==> src/rtl/sad_pkg.sv <==
// Shared types and constants for the SAD window address generator.
package sad_pkg;

    localparam int unsigned WORD_BYTES = 4;
    localparam int unsigned ADDR_W     = 32;
    localparam int unsigned WORD_SHIFT = $clog2(WORD_BYTES);

    typedef enum logic [1:0] {
        IDLE = 2'd0,
        RUN  = 2'd1,
        DONE = 2'd2
    } state_e;

endpackage

==> src/rtl/sad_dim_counter.sv <==
// Loadable up-counter with a terminal flag; used for the column and row of the sweep.
module sad_dim_counter #(
    parameter int unsigned W = 32
) (
    input  logic         clk,
    input  logic         rst_n,
    input  logic         load,
    input  logic [W-1:0] load_val,
    input  logic         inc,
    input  logic [W-1:0] last_val,
    output logic         term
);

    logic [W-1:0] count;

    always_ff @(posedge clk or negedge rst_n) begin
        if (!rst_n)
            count <= '0;
        else if (load)
            count <= load_val;
        else if (inc)
            count <= count + 1'b1;
    end

    assign term = (count == last_val);

endmodule

==> src/rtl/sad_window_agu.sv <==
// Address generator sweeping a MemWidth x MemHeight word window inside a frame.
// Optional SAD_AGU_ERRCHK_EN rejects empty windows and windows wider than the frame.
module sad_window_agu
    import sad_pkg::*;
(
    input  logic              Clk,
    input  logic              Rst_n,
    input  logic              Start,
    input  logic [ADDR_W-1:0] BaseAddr,
    input  logic [ADDR_W-1:0] MemWidth,
    input  logic [ADDR_W-1:0] MemHeight,
    input  logic [ADDR_W-1:0] FrameWidth,
    input  logic              AddrReady,
    output logic              AddrValid,
    output logic [ADDR_W-1:0] Addr,
    output logic              RowLast,
    output logic              WinLast,
    output logic              Busy,
    output logic              Done,
    output logic              Err
);

    state_e state_q, state_d;

    logic [ADDR_W-1:0] addr_q, row_base_q, pitch_q;
    logic [ADDR_W-1:0] w_last_q, h_last_q;
    logic              col_term, row_term;
    logic              dims_zero, start_ok, start_fire, hs, row_wrap;

    assign dims_zero = (MemWidth == '0) || (MemHeight == '0);
`ifdef SAD_AGU_ERRCHK_EN
    assign start_ok  = !dims_zero && (MemWidth <= FrameWidth);
`else
    assign start_ok  = !dims_zero;
`endif

    assign start_fire = (state_q == IDLE) && Start && start_ok;
    assign hs         = (state_q == RUN) && AddrReady;
    assign row_wrap   = hs && col_term;

    always_ff @(posedge Clk or negedge Rst_n) begin
        if (!Rst_n)
            state_q <= IDLE;
        else
            state_q <= state_d;
    end

    always_comb begin
        state_d = state_q;
        case (state_q)
            IDLE: begin
                if (Start) begin
                    if (start_ok)
                        state_d = RUN;
`ifndef SAD_AGU_ERRCHK_EN
                    else
                        state_d = DONE;
`endif
                end
            end
            RUN:     if (row_wrap && row_term) state_d = DONE;
            DONE:    state_d = IDLE;
            default: state_d = IDLE;
        endcase
    end

    // Row starts are accumulated by the byte pitch, so no row*FrameWidth product exists.
    always_ff @(posedge Clk or negedge Rst_n) begin
        if (!Rst_n) begin
            addr_q     <= '0;
            row_base_q <= '0;
            pitch_q    <= '0;
            w_last_q   <= '0;
            h_last_q   <= '0;
        end else if (start_fire) begin
            addr_q     <= BaseAddr;
            row_base_q <= BaseAddr;
            pitch_q    <= FrameWidth << WORD_SHIFT;
            w_last_q   <= MemWidth - 1'b1;
            h_last_q   <= MemHeight - 1'b1;
        end else if (hs) begin
            if (col_term) begin
                row_base_q <= row_base_q + pitch_q;
                addr_q     <= row_base_q + pitch_q;
            end else begin
                addr_q     <= addr_q + ADDR_W'(WORD_BYTES);
            end
        end
    end

    sad_dim_counter #(.W(ADDR_W)) u_col (
        .clk      (Clk),
        .rst_n    (Rst_n),
        .load     (start_fire || row_wrap),
        .load_val ('0),
        .inc      (hs),
        .last_val (w_last_q),
        .term     (col_term)
    );

    sad_dim_counter #(.W(ADDR_W)) u_row (
        .clk      (Clk),
        .rst_n    (Rst_n),
        .load     (start_fire),
        .load_val ('0),
        .inc      (row_wrap),
        .last_val (h_last_q),
        .term     (row_term)
    );

`ifdef SAD_AGU_ERRCHK_EN
    logic err_q;

    always_ff @(posedge Clk or negedge Rst_n) begin
        if (!Rst_n)
            err_q <= 1'b0;
        else
            err_q <= (state_q == IDLE) && Start && !start_ok;
    end

    assign Err = err_q;
`else
    assign Err = 1'b0;
`endif

    assign AddrValid = (state_q == RUN);
    assign Addr      = addr_q;
    assign RowLast   = AddrValid && col_term;
    assign WinLast   = RowLast && row_term;
    assign Busy      = (state_q != IDLE);
    assign Done      = (state_q == DONE);

endmodule

==> config.mk <==
export PLATFORM = sky130hd
export DESIGN_NAME = sad_window_agu
export DESIGN_NICKNAME = d
export VERILOG_FILES = /design/src/rtl/sad_pkg.sv /design/src/rtl/sad_dim_counter.sv /design/src/rtl/sad_window_agu.sv
export SDC_FILE = /design/constraint.sdc
export NUM_CORES = 1
export LEC_CHECK = 0
export CORE_MARGIN = 2
export CORE_UTILIZATION = 45
export DETAILED_ROUTE_END_ITERATION = 6
export HOLD_SLACK_MARGIN = 0.06
export PLACE_DENSITY = 0.72
export SYNTH_ARGS = -nofsm -noshare
export SYNTH_HDL_FRONTEND = slang
export SYNTH_HIERARCHICAL = 1
export SYNTH_SLANG_ARGS = --single-unit
export TNS_END_PERCENT = 5
==> constraint.sdc <==
create_clock -name Clk -period 5.1 [get_ports Clk]
set_clock_uncertainty 0.15 [all_clocks]
set_input_delay 0.51 -clock Clk [delete_from_list [all_inputs] [get_ports Clk]]
set_output_delay 0.51 -clock Clk [all_outputs]
set_load 0.005 [all_outputs]
==> results.py <==
metrics = {
    "outcome": {
        "outcome": "finished clean",
    },
    "clock_network": {
        "clock_latency_ns": 0.55,
        "clockBufferDepth": 3,
        "cts_max_level": 1,
        "clock_sinks": 224,
        "clk_pin_slew_ns": 0.06,
        "cts_buffers": 26,
        "root_buffer": "clkbuf_16",
        "cts_hold_buf": 1,
        "cts_tree": "yes",
        "cts.repair.resized": 0,
        "postCtsSetupBuffers": 0,
    },
    "global_route": {
        "grt_pass1_wl_um": 64500,
        "antenna_found_initial": 0,
        "grt_max_degree": 128,
        "gr-total-overflow": 0,
        "first_global_vias": 12600,
        "grt_usage": 0.239,
    },
    "setup_path": {
        "ff2ff_path_depth": 11,
        "crit_path_start_kind": "register",
        "critPathArrivalTime_ns": 3.42,
        "cp-end-kind": "output port",
        "r2r-start": "u_col/count[29]$_DFFE_PN0P_",
        "cpMaxStageDelayCell": "clkdlybuf4s50_1",
        "rrSetupSlack_ns": 1.13,
        "cp_top_family": "simple AND/OR/NAND/NOR gates",
        "r2r_end": "u_row/count[14]$_DFFE_PN0P_",
        "path_class": "register to output port",
        "worstPathRequired_ns": 4.44,
        "crit_fanout": 26,
        "worstPathCellList": "xor2_1 -> nor4_1 -> nand4_1 -> nor2_4 -> buf_4 -> and3_1 -> clkdlybuf4s50_1",
        "critPathBufInv": 2,
        "critPathMaxStageDelay_ns": 0.59,
    },
    "die": {
        "num_rows": 65,
        "die_x_um": 182,
        "io_pins": 170,
        "coreArea_um2": 31400,
        "start_util": 0.454,
        "die_height_um": 182,
        "die_area_um2": 33100,
    },
    "synthesis": {
        "syn_inst": 1683,
        "synth_cell_types": 73,
        "synth_area_um2": 14200,
        "syn_avg_cell_area_um2": 8.46,
        "ys_ff_latch": 224,
        "async_flop_share": 1.00,
        "synth_warnings": 6,
        "ys_seq_area_frac": 0.394,
        "synth_top_flop_cell": "dfrtp_1",
        "yosys.area.top_type_share": 0.394,
        "synth-edff-count": 0,
        "yosys-top-cells-area": "dfrtp_1 (39%), nand2_1 (7.8%), xor2_1 (5.7%)",
        "synth_top_area_cell": "dfrtp_1",
    },
    "timing": {
        "finalSetupViolations": 0,
        "fin_crit_sh": 0.801,
        "fin_crit_ns": 4.08,
        "setup_ws_ns": 1.02,
        "timing.hold.ws_ns": 0.328,
        "max_slew.worst_pin.slew_ns": 1.06,
        "slew_headroom": 0.291,
        "fin_tns_setup_ns": 0,
        "fmax_ghz": 0.245,
        "rsz0062_at_grt": "no",
        "hold_viol_final": 0,
        "drv_slew": 0,
    },
    "hold_path": {
        "worstHoldStart": "row_base_q[1]$_DFFE_PN0P_",
        "min_to": "row_base_q[1]$_DFFE_PN0P_",
        "worstHoldPathCells": 2,
        "worst_hold_path_type": "register to register",
    },
    "layout": {
        "drive_gt1_frac": 0.0503,
        "n_antenna_cell": 0,
        "layout_common_cells": "nand2_1 (296), dfrtp_1 (224), clkdlybuf4s50_1 (165)",
        "utilization": 0.546,
        "final_common_cell": "nand2_1",
        "area_growth_pct": 20.3,
        "nNetsFinal": 2039,
        "n_fill_cell": 2856,
    },
    "drt": {
        "top_layer_used": "met4",
        "via_per_inst": 5.67,
        "wl_per_cell_um": 17.4,
        "route.vias.total": 13000,
        "drt-initial-drc-count": 1047,
        "met2_wirelength_um": 18000,
        "wl_met3_um": 2670,
        "drc": 0,
        "drtAntennaViolNets": 0,
        "wl_met1_um": 18000,
        "first_pass_iters": 5,
        "wl_um": 39800,
    },
    "run": {
        "cap_violations": 0,
    },
    "power": {
        "seqPwrFrac": 0.387,
        "ir_drop_mv": 0.294,
        "p_comb_frac": 0.380,
        "power.switching_w": 0.00310,
        "p_leak_nw": 7.02,
        "internal-power_w": 0.00486,
        "clkPwrFrac": 0.233,
        "switching_share": 0.390,
        "p_per_area_nw_per_um2": 465,
    },
    "placement": {
        "dp_slack_ns": 0.621,
        "place_congestion": 0.911,
        "dp_hpwl_um": 28100,
        "port-buffer-count": 166,
    },
}
-- worst max-delay path by stage --
stage / slack [ns] / endpoint / cells after the start / startpoint
CTS: 1.02 / WinLast / 7 / u_col/count[29]$_DFFE_PN0P_
floorplan: 1.09 / u_row/count[17]$_DFFE_PN0P_ / 13 / MemHeight[14]
detailed placement: 0.62 / w_last_q[6]$_DFFE_PN0P_ / 8 / MemWidth[18]
global route: 0.77 / WinLast / 7 / u_col/count[25]$_DFFE_PN0P_
global placement: 0.75 / w_last_q[4]$_DFFE_PN0P_ / 8 / MemHeight[14]
finish: 1.02 / WinLast / 7 / u_col/count[29]$_DFFE_PN0P_
-- power groups by stage --
stage	logic [W]	registers, W	clock network [W]
floorplan	0.00225	0.00284	0
global placement	0.00290	0.00307	0
detailed placement	0.00297	0.00309	0
CTS	0.00300	0.00307	0.00190
global route	0.00338	0.00317	0.00197
finish	0.00303	0.00309	0.00186
-- through the flow --
step,std cells,area (um2),power (W)
2_1_floorplan,1747,14500,0.00509
4_1_cts,2289,17100,0.00798
3_3_place_gp,2243,16300,0.00597
6_report,2289,17100,0.00797
3_5_place_dp,2243,16300,0.00607
5_1_grt,2289,17100,0.00852
-- registers in the layout (all words and copies together), names as in the netlist --
register	count
Addr	32
h_last_q	32
pitch_q	30
row_base_q	32
state_q	2
u_col/count	32
u_row/count	32
w_last_q	32
-- cells in the mapped netlist, types with 15 or more instances --
master	number
and3_1	17
buf_4	22
dfrtp_1	224
nand2_1	296
nor2_1	138
or4_1	18
nand3_1	52
xor2_1	93
nand4_1	31
o21ai_0	135
nor4_1	44
clkbuf_1	40
xnor2_1	85
ha_1	36
nor3_1	43
a21o_1	15
a21oi_1	85
inv_1	31
a31oi_1	45
-- metal layers --
| layer | global-route usage | up-vias |
|---|---|---|
| li1 | - | 6272 |
| met1 | 0.329 | 6177 |
| met2 | 0.387 | 462 |
| met3 | 0.0351 | 79 |
| met4 | 0.0765 | 0 |
| met5 | 0 | - |
-- cell type report --
cell class	count	area (um2)	share of cell area
multi-input cells	1403	8240	0.481
flip-flops and latches	224	5610	0.327
repair buffers	182	1810	0.106
clock buffers	39	779	0.0455
well taps	402	503	0.0293
inverters	33	126	0.00737
clock inverters	6	68.8	0.00401
-- cells by family after synthesis --
| group | after synthesis | synth area share |
|---|---|---|
| AOI/OAI and AO/OA | 382 | 0.160 |
| xor gates and xnor gates | 179 | 0.111 |
| adders and majority gates | 37 | 0.0330 |
| buffers and inverters | 120 | 0.0455 |
| DFF | 224 | 0.394 |
| muxes | 11 | 0.00782 |
| other | 1 | 0.000263 |
| and+or+nand+nor | 729 | 0.248 |
-- tightest hold or removal path: cells and delay by family (launching register included) --
family,cells,cell delay (ns)
flip-flops,1,0.33
AND/OR/NAND/NOR,2,0.12
(Power assumes the default switching activity.)
